**config.mk**
```make
export PLATFORM = sky130hd
export DESIGN_NAME = leitor_caminho
export DESIGN_NICKNAME = d
export VERILOG_FILES = /design/src/rtl/leitor_caminho_pkg.sv /design/src/rtl/leitor_caminho.sv
export SDC_FILE = /design/constraint.sdc
export NUM_CORES = 1
export LEC_CHECK = 0
export CAP_MARGIN = 10
export CORE_ASPECT_RATIO = 1.5
export CORE_MARGIN = 2
export CORE_UTILIZATION = 52
export CTS_CLUSTER_SIZE = 14
export DETAILED_ROUTE_END_ITERATION = 6
export GPL_ROUTABILITY_DRIVEN = 0
export PLACE_DENSITY = 0.85
export SYNTH_ARGS = -nofsm -noshare
export SYNTH_HDL_FRONTEND = slang
export SYNTH_SLANG_ARGS = --single-unit
```
**constraint.sdc**
```tcl
create_clock -name clk -period 5.5 [get_ports clk]
set_clock_uncertainty 0.1 [all_clocks]
set_input_delay 1.1 -clock clk [delete_from_list [all_inputs] [get_ports clk]]
set_output_delay 1.1 -clock clk [all_outputs]
set_load 0.05 [all_outputs]
```
**src/rtl/leitor_caminho_pkg.sv**
```systemverilog
// ---------------------------------------------------------------------------
// leitor_caminho_pkg
// Shared definitions for the path reader and the path controller it talks to:
//   - default widths for node addresses and path indices
//   - default wait limit while the controller builds a path
//   - the 3-bit state encoding of the reader FSM
// No ports (package).
// ---------------------------------------------------------------------------
package leitor_caminho_pkg;

    // Default node address width.
    localparam int ADDR_W_PADRAO  = 12;

    // Default path index width; a path holds at most 2^IDX_W-1 nodes.
    localparam int IDX_W_PADRAO   = 8;

    // Default number of cycles to wait for a built path; 0 means wait forever.
    localparam int TIMEOUT_PADRAO = 65535;

    // Reader FSM states, fixed 3-bit encoding.
    typedef enum logic [2:0] {
        ST_IDLE     = 3'd0,
        ST_INICIAR  = 3'd1,
        ST_AGUARDAR = 3'd2,
        ST_LER      = 3'd3,
        ST_ENVIAR   = 3'd4,
        ST_LIDO     = 3'd5
    } estado_t;

endpackage

```
**src/rtl/leitor_caminho.sv**
```systemverilog
// ---------------------------------------------------------------------------
// leitor_caminho
// Accepts a (source, destination) request from a host, starts the path
// controller, waits for the built path and then streams every node of the
// path out of the path memory over a valid/ready interface.
//
// Ports
//   clk, rst               clock, asynchronous active-high reset
//   req_valid_in/ready_out host request handshake
//   req_fonte_in/destino_in requested source / destination node
//   aguardando_in          path controller is idle
//   iniciar_out            one-cycle start pulse to the controller
//   fonte_out/destino_out  registered source / destination for the controller
//   caminho_pronto_in      path built (held until lido_out)
//   caminho_tamanho_in     node count of the built path
//   lido_out               one-cycle "path consumed" pulse
//   mem_rd_en_out/addr_out path memory read strobe and index
//   mem_data_in            path memory read data, one cycle after the strobe
//   no_valid_out/ready_in  node stream handshake
//   no_data_out            node address
//   no_last_out            final node of the path
//   sem_caminho_out        one-cycle pulse: path of length zero
//   erro_out               one-cycle pulse: controller did not answer in time
// ---------------------------------------------------------------------------
module leitor_caminho
    import leitor_caminho_pkg::*;
#(
    parameter int ADDR_W         = ADDR_W_PADRAO,
    parameter int IDX_W          = IDX_W_PADRAO,
    parameter int TIMEOUT_CICLOS = TIMEOUT_PADRAO
) (
    input  logic              clk,
    input  logic              rst,

    input  logic              req_valid_in,
    output logic              req_ready_out,
    input  logic [ADDR_W-1:0] req_fonte_in,
    input  logic [ADDR_W-1:0] req_destino_in,

    input  logic              aguardando_in,
    output logic              iniciar_out,
    output logic [ADDR_W-1:0] fonte_out,
    output logic [ADDR_W-1:0] destino_out,
    input  logic              caminho_pronto_in,
    input  logic [IDX_W-1:0]  caminho_tamanho_in,
    output logic              lido_out,

    output logic              mem_rd_en_out,
    output logic [IDX_W-1:0]  mem_addr_out,
    input  logic [ADDR_W-1:0] mem_data_in,

    output logic              no_valid_out,
    input  logic              no_ready_in,
    output logic [ADDR_W-1:0] no_data_out,
    output logic              no_last_out,

    output logic              sem_caminho_out,
    output logic              erro_out
);

    // The wait counter only has to reach TIMEOUT_CICLOS-1, so clog2 bits
    // are enough; keep at least one bit when the limit is 0 or 1.
    localparam int CNT_W = (TIMEOUT_CICLOS > 1) ? $clog2(TIMEOUT_CICLOS) : 1;
    localparam bit TIMEOUT_ATIVO = (TIMEOUT_CICLOS != 0);
    localparam logic [CNT_W-1:0] LIMITE =
        (TIMEOUT_CICLOS > 0) ? CNT_W'(TIMEOUT_CICLOS - 1) : '0;

    estado_t           r_estado;
    logic [CNT_W-1:0]  r_espera;
    logic [IDX_W-1:0]  r_indice;
    logic [IDX_W-1:0]  r_tamanho;
    logic [ADDR_W-1:0] r_fonte;
    logic [ADDR_W-1:0] r_destino;
    logic [ADDR_W-1:0] r_noData;
    logic              r_primeiro;
    logic              r_noValid;
    logic              r_noLast;
    logic              r_iniciar;
    logic              r_lido;
    logic              r_memRdEn;
    logic              r_semCaminho;
    logic              r_erro;

    logic              w_reqAceito;
    logic              w_ultimo;

    // A request can only be taken while we are idle and the controller is
    // free, so the host never starts a path the controller cannot build.
    assign req_ready_out = (r_estado == ST_IDLE) && aguardando_in;
    assign w_reqAceito   = req_valid_in && req_ready_out;

    // The index is the last one of the path; evaluated before any increment,
    // which is why the index can never wrap.
    assign w_ultimo = (r_indice == (r_tamanho - IDX_W'(1)));

    // Main FSM. Every output is a register that is set on the transition
    // into the state it belongs to, so each pulse lines up exactly with its
    // state. Pulse registers default to 0 and are only raised on entry.
    always_ff @(posedge clk or posedge rst) begin
        if (rst) begin
            r_estado     <= ST_IDLE;
            r_espera     <= '0;
            r_indice     <= '0;
            r_tamanho    <= '0;
            r_fonte      <= '0;
            r_destino    <= '0;
            r_noData     <= '0;
            r_primeiro   <= 1'b0;
            r_noValid    <= 1'b0;
            r_noLast     <= 1'b0;
            r_iniciar    <= 1'b0;
            r_lido       <= 1'b0;
            r_memRdEn    <= 1'b0;
            r_semCaminho <= 1'b0;
            r_erro       <= 1'b0;
        end else begin
            r_iniciar    <= 1'b0;
            r_lido       <= 1'b0;
            r_memRdEn    <= 1'b0;
            r_semCaminho <= 1'b0;
            r_erro       <= 1'b0;
            r_primeiro   <= 1'b0;

            case (r_estado)
                ST_IDLE: begin
                    if (w_reqAceito) begin
                        r_fonte   <= req_fonte_in;
                        r_destino <= req_destino_in;
                        r_iniciar <= 1'b1;
                        r_estado  <= ST_INICIAR;
                    end
                end

                ST_INICIAR: begin
                    r_espera <= '0;
                    r_estado <= ST_AGUARDAR;
                end

                ST_AGUARDAR: begin
                    // A finished path beats a timeout in the same cycle.
                    if (caminho_pronto_in) begin
                        r_tamanho <= caminho_tamanho_in;
                        r_indice  <= '0;
                        if (caminho_tamanho_in == '0) begin
                            r_semCaminho <= 1'b1;
                            r_lido       <= 1'b1;
                            r_estado     <= ST_LIDO;
                        end else begin
                            r_memRdEn <= 1'b1;
                            r_estado  <= ST_LER;
                        end
                    end else if (TIMEOUT_ATIVO && (r_espera == LIMITE)) begin
                        r_erro   <= 1'b1;
                        r_estado <= ST_IDLE;
                    end else begin
                        r_espera <= r_espera + 1'b1;
                    end
                end

                ST_LER: begin
                    r_primeiro <= 1'b1;
                    r_noValid  <= 1'b1;
                    r_noLast   <= w_ultimo;
                    r_estado   <= ST_ENVIAR;
                end

                ST_ENVIAR: begin
                    // Memory data only arrives in the first ENVIAR cycle;
                    // hold it so the node stays stable through a stall.
                    if (r_primeiro) begin
                        r_noData <= mem_data_in;
                    end
                    if (no_ready_in) begin
                        r_noValid <= 1'b0;
                        r_noLast  <= 1'b0;
                        if (r_noLast) begin
                            r_lido   <= 1'b1;
                            r_estado <= ST_LIDO;
                        end else begin
                            r_indice  <= r_indice + IDX_W'(1);
                            r_memRdEn <= 1'b1;
                            r_estado  <= ST_LER;
                        end
                    end
                end

                ST_LIDO: begin
                    r_estado <= ST_IDLE;
                end

                default: begin
                    r_estado <= ST_IDLE;
                end
            endcase
        end
    end

    // In the first ENVIAR cycle the node comes straight from the memory read
    // port (its own output register), so a node can leave every two cycles;
    // afterwards the captured copy is shown.
    assign no_data_out     = r_primeiro ? mem_data_in : r_noData;

    assign iniciar_out     = r_iniciar;
    assign fonte_out       = r_fonte;
    assign destino_out     = r_destino;
    assign lido_out        = r_lido;
    assign mem_rd_en_out   = r_memRdEn;
    assign mem_addr_out    = r_indice;
    assign no_valid_out    = r_noValid;
    assign no_last_out     = r_noLast;
    assign sem_caminho_out = r_semCaminho;
    assign erro_out        = r_erro;

endmodule

```
==> results of run 1 <==
## state kept, by name (all words and copies together), names as in the netlist
signal           flops
iniciar_out          1
r_estado             3
fonte_out           12
destino_out         12
mem_addr_out         8
erro_out             1
sem_caminho_out      1
r_primeiro           1
r_tamanho            8
no_last_out          1
lido_out             1
r_espera            16
no_valid_out         1
mem_rd_en_out        1
r_noData            12
## metal layers
layer | wire length, um | global-route usage (%) | part of all wire, %
met2 | 4820 | 39.9 | 52
met3 | 503 | 6.38 | 5.5
met1 | 3590 | 29.4 | 39
met4 | 288 | 11.7 | 3.1
met5 | 0 | 0 | 0
## final timing paths
path	slack, ns	depth (start not counted)	to	start
setup reg to reg	2.21	5	r_estado[1]	r_estado[0]
max in group asynchronous	3.11	3	r_tamanho[5]	rst
hold / removal	0.37	2	r_noData[11]	r_noData[11]
min in group asynchronous	1.20	2	destino_out[2]	rst
hold reg to reg	0.37	2	r_noData[11]	r_noData[11]
setup / recovery	1.35	3	req_ready_out	aguardando_in
## kinds of logic (layout without fill, tap and decap cells)
| family | count (synthesis) | count (layout) | share of synthesized area (%) |
|---|---|---|---|
| xor+xnor | 22 | 22 | 5.05 |
| buf+inv | 27 | 129 | 2.92 |
| fa+ha+maj | 4 | 4 | 1.31 |
| flops | 79 | 79 | 51.8 |
| compound gates | 31 | 31 | 5.35 |
| simple gates | 232 | 232 | 27.9 |
| mux | 20 | 20 | 5.68 |
## cell type report
class / count / area [um^2]
Clock inverter: 5 / 57.6
Sequential cell: 79 / 1980
Tap cell: 100 / 125
Multi-Input combinational cell: 309 / 1730
Clock buffer: 11 / 131
Timing Repair Buffer: 104 / 1030
Inverter: 9 / 33.8
Fill cell: 522 / 2090
## Yosys cell counts (2+ instances only)
cell       number
nor3b_1         2
nand2_1       151
dfrtp_1        79
a21oi_1         8
nand3_1        16
nor4_1          4
nand3b_1        2
xnor2_1        12
xor2_1         10
a211oi_1        2
ha_1            4
nor2_1         21
and3_1          2
and2_1          2
nand4_1         9
nand4bb_1       2
o211ai_1        2
buf_2           4
clkbuf_1        9
a2111oi_0       3
inv_1           8
mux2_2         13
buf_1           3
o21ai_0         7
o31ai_1         4
nor3_1          4
mux2i_1         7
or4_1           4
or3_1           3
## worst register-to-register path: cells and delay by family, from the launching register on
family / cells / cell delay (ns)
AOI/OAI and AO/OA: 2 / 0.92
DFF: 1 / 0.57
buffers and inverters: 1 / 0.79
and+or+nand+nor: 2 / 0.77
## where the power goes
part / total [mW] / internal [mW] / switching [mW]
Sequential: 0.924 / 0.763 / 0.162
Combinational: 1.42 / 0.500 / 0.919
Clock: 0.422 / 0.211 / 0.211
Total: 2.76 / 1.47 / 1.29
==> results.md, run 1 <==
* Status: completed
* Post-CTS sizing at 0
* Final setup viols at 0
* Global-route wire length before repair at 15100 um
* Layout cell share with drive strength beyond 1 at 7.74%
* #FFs+latches synth at 79
* Gr ovfl total at 0
* Wire length per cell at 14.9 um
* Ranking of synthesized cells by area: dfrtp_1 52%, nand2_1 15%, mux2_2 3.8%
* Mean Syn Cell Area at 9.19 um^2
* Cell Rows at 38
* Post-CTS Hold Buffers at 0
* DR vias at 3326
* Critical path launch point type: input pin
* Core area at 7180 um^2
* Tcrit/Tclk final at 75.5%
* Setup TNS Final at 0 ns
* Final core utilization at 70.9%
* Tot GR Track Use at 24.3%
* Static leakage at 2.34 nW
* Worst slew pin tran at 0.982 ns
* Largest stage delay, worst path at 0.91 ns
* Crit path capture type: primary output
* Critical path, cell by cell: clkdlybuf4s50_1, nor4b_1, clkdlybuf4s50_1
* CTS tree: built
* Top cell by count, worst path: clkdlybuf4s50_1
* Dpl cell area at 4900 um^2
* Synth Flop Type: dfrtp_1
* Crit Path Max Fanout at 2
* Pre-CTS setup slack at 1.23 ns
* Post-synthesis cell count at 415
* Tmin final at 4.15 ns
* Post-synth top area cell: dfrtp_1
* MaxCap Viol Count at 0
* Post-synth EDFFs at 0
* Drc violations at 0
* Iter 0 DRT Violations at 276
* Clock sinks at 79
* Clock latency on the worst-skew pair at 0.35 ns
* Initial antenna violation count at 0
* Synthesized area at 3810 um^2
* Pin count of the biggest net entering global routing at 49
* Die width at 73.9 um
* WP data arrival at 2.95 ns
* TritonCTS Buffers at 9
* Fin worst setup slack at 1.35 ns
* RSZ-0062 raised after global routing: no
* Slew Viols, Final at 0
* Post-detail-place hpwl at 6610 um
* Worst hold slack at 0.374 ns
* Top cell type's share of synthesized area at 51.8%
* Routed wire length at 9200 um
* Yosys warning total at 0
* Final Power at 2.76 mW
* FMAX at 241 MHz
* Maximum vdd drop at 455 uV
* Slew margin rel. at 34.5%
* Die H at 109 um
* Placed insts at 601
* Number of vias per cell at 5.39
* Sequential share of the synthesized area at 51.8%
* Most common cell after layout, fill and taps aside: nand2_1
* Worst-path clk slew at 0.08 ns
* CP max-delay cell: clkdlybuf4s50_1
* Port Buffers at 101
* Number of I/O pins at 102
* Initial Util at 53.1%
* Most frequent cells in the layout: 151 x nand2_1, 101 x clkdlybuf4s50_1, 79 x dfrtp_1
* Worst Setup Path Type: in -> out
* Max Buffers Root-to-Sink at 2
* Worst path required time at 4.30 ns
* Vias in the first global route at 3304
* Die ar. at 8050 um^2
* Final Hold Viols at 0
* Syn-to-layout area delta at 33.5%
* Post-Syn Nets at 469
* Finished Cell Area at 5090 um^2
* CP Buf/Inv Count at 2
* Post-DRT Antenna Nets at 0
* Final std cells w/o fill at 617
* Initial DRT Pass Iterations at 4
* Pwr dens at 543 nW/um^2
* Fraction of registers with async set/reset at 100%
* # diodes at 0
* Fin nets at 566
* Yosys cell types at 47
* Clk root buf: clkbuf_8
* Number of setup buffers added after CTS at 0
* H-tree Lvls at 3
* Top delay family on crit path: buffers and inverters
* Worst hold path class: reg -> reg
No activity file was read; power rests on OpenSTA's default activity.
==> run 2, diff against run 1 <==
--- a/config.mk
+++ b/config.mk
@@ -8,11 +8,11 @@
 export CAP_MARGIN = 10
 export CORE_ASPECT_RATIO = 1.5
 export CORE_MARGIN = 2
-export CORE_UTILIZATION = 52
+export CORE_UTILIZATION = 49
 export CTS_CLUSTER_SIZE = 14
 export DETAILED_ROUTE_END_ITERATION = 6
 export GPL_ROUTABILITY_DRIVEN = 0
-export PLACE_DENSITY = 0.85
+export PLACE_DENSITY = 0.81
 export SYNTH_ARGS = -nofsm -noshare
 export SYNTH_HDL_FRONTEND = slang
 export SYNTH_SLANG_ARGS = --single-unit
==> constraint.sdc (replaced) <==
create_clock -name clk -period 4 [get_ports clk]
set_clock_uncertainty 0.1 [all_clocks]
set_input_delay 0.8 -clock clk [delete_from_list [all_inputs] [get_ports clk]]
set_output_delay 0.8 -clock clk [all_outputs]
set_load 0.05 [all_outputs]
==> run 2 against run 1 <==
Compared with the run above: total power grew 46%; first-iteration DRC count down 29%; die area increased by 5.8%; flip-flop and latch count unchanged; critical path depth is the same; final cell count up 0.65%; combinational power is 37% higher; sequential power grew 39%; critical path type unchanged.
==> results.md, run 2 (synthesis results as in run 1) <==
* Top delay family on crit path: buffers and inverters
* Critical path launch point type: input pin
* Static leakage at 2.40 nW
* Slew margin rel. at 34.5%
* Clk root buf: clkbuf_16
* Tcrit/Tclk final at 86.1%
* Drc violations at 0
* Cells on worst reg2reg path at 4
* Worst-path clk slew at 0.06 ns
* Tot GR Track Use at 22.4%
* Clock sinks at 79
* Routed wire length at 9160 um
* Most frequent cells in the layout: 151 x nand2_1, 101 x clkdlybuf4s50_1, 79 x dfrtp_1
* Pre-CTS setup slack at 0.585 ns
* Tmin final at 3.44 ns
* Number of flip-flops in the largest register at 16
* Worst path required time at 3.10 ns
* Pwr dens at 773 nW/um^2
* Initial Util at 50.4%
* H-tree Lvls at 3
* Maximum vdd drop at 557 uV
* MaxCap Viol Count at 0
* Pin count of the biggest net entering global routing at 80
* Die ar. at 8520 um^2
* WP data arrival at 2.54 ns
* Slew Viols, Final at 0
* Iter 0 DRT Violations at 197
* Global-route wire length before repair at 15300 um
* Final std cells w/o fill at 621
* Number of vias per cell at 5.31
* Sequential cell area at 1980 um^2
* Die width at 76.0 um
* Most common cell after layout, fill and taps aside: nand2_1
* Worst Setup Path Type: in -> out
* FMAX at 290 MHz
* Core area at 7560 um^2
* Post-DRT Antenna Nets at 0
* Crit path capture type: primary output
* FILL cells at 595
* Largest stage delay, worst path at 0.90 ns
* # diodes at 0
* Hold Path Stages at 2
* Top cell by count, worst path: clkdlybuf4s50_1
* RSZ-0062 raised after global routing: no
* Gr ovfl total at 0
* Placed insts at 605
* Final setup viols at 0
* Fin worst setup slack at 0.556 ns
* Die H at 112 um
* Largest register by flop count: r_espera
* Final Hold Viols at 0
* Post-detail-place hpwl at 6610 um
* CP max-delay cell: clkdlybuf4s50_1
* CTS tree: built
* Number of I/O pins at 102
* TritonCTS Buffers at 9
* Max Buffers Root-to-Sink at 2
* DR vias at 3295
* Port Buffers at 101
* Syn-to-layout area delta at 36.8%
* Worst slew pin tran at 0.983 ns
* Initial DRT Pass Iterations at 4
* Vias in the first global route at 3367
* Number of setup buffers added after CTS at 0
* Crit Path Max Fanout at 2
* Crit path depth at 3
* Clock latency on the worst-skew pair at 0.34 ns
* Layout cell share with drive strength beyond 1 at 8.29%
* Initial antenna violation count at 0
* Fin nets at 568
* Worst hold path class: reg -> reg
* Status: completed
* Setup TNS Final at 0 ns
* Critical path, cell by cell: clkdlybuf4s50_1, nor4b_1, clkdlybuf4s50_1
* Footprint of the multi-input gates at 1730 um^2
* Post-CTS sizing at 0
* Wire length per cell at 14.7 um
* Post-CTS Hold Buffers at 0
* CP Buf/Inv Count at 2
* Cell Rows at 39
==> run 2: cell count changes in the layout (fill, tap and decap cells not counted), sizes merged <==
| cell | delta |
|---|---|
| clkinv | -1 |
| clkinvlp | +1 |
| buf | +2 |
==> run 2: power breakdown <==
part	internal, mW	switching (mW)
registers	1.05	0.225
logic	0.694	1.25
clock network	0.500	0.314
total	2.25	1.79
==> run 2: metal layers <==
| metal | wire length [um] | global-route usage (%) | up-vias |
|---|---|---|---|
| met5 | 0 | 0 | - |
| met4 | 235 | 10.2 | 0 |
| met3 | 446 | 5.06 | 17 |
| met2 | 5010 | 41.3 | 92 |
| met1 | 3460 | 24.5 | 1596 |
| li1 | - | - | 1590 |
==> run 2: final timing paths <==
path | end | slack, ns | from
min in group asynchronous | fonte_out[9] | 0.98 | rst
worst max-delay path | req_ready_out | 0.56 | aguardando_in
worst min register to register | r_noData[5] | 0.37 | r_noData[5]
max in group asynchronous | r_tamanho[5] | 2.17 | rst
worst min-delay path | r_noData[5] | 0.37 | r_noData[5]
worst max register to register | r_espera[9] | 1.64 | r_estado[0]
==> run 2: worst min-delay path: stages, from the launching register on <==
cell and delay [ns]:
dfrtp_1 0.33, nand2_1 0.05, nand2_1 0.05
==> run 2: metrics by stage <==
step                total power, mW  util, %  hold slack (ns)  instance area [um^2]
global route                   4.24     69.0            0.405                  5220
floorplan                      2.59        -            0.342                  3810
finish                         4.03     69.0            0.368                  5220
CTS                            4.06     69.0            0.373                  5220
detailed placement             3.23     65.0            0.358                  4920
global placement               3.19     65.0            0.353                  4920
==> run 2: area by class of cell <==
class	instances	area share (%)
sequential	79	37.9
multi-input combinational	309	33.2
timing repair buffer	106	20.1
clock buffer	11	4.65
tap	102	2.45
clock inverter	5	1.08
inverter	9	0.647
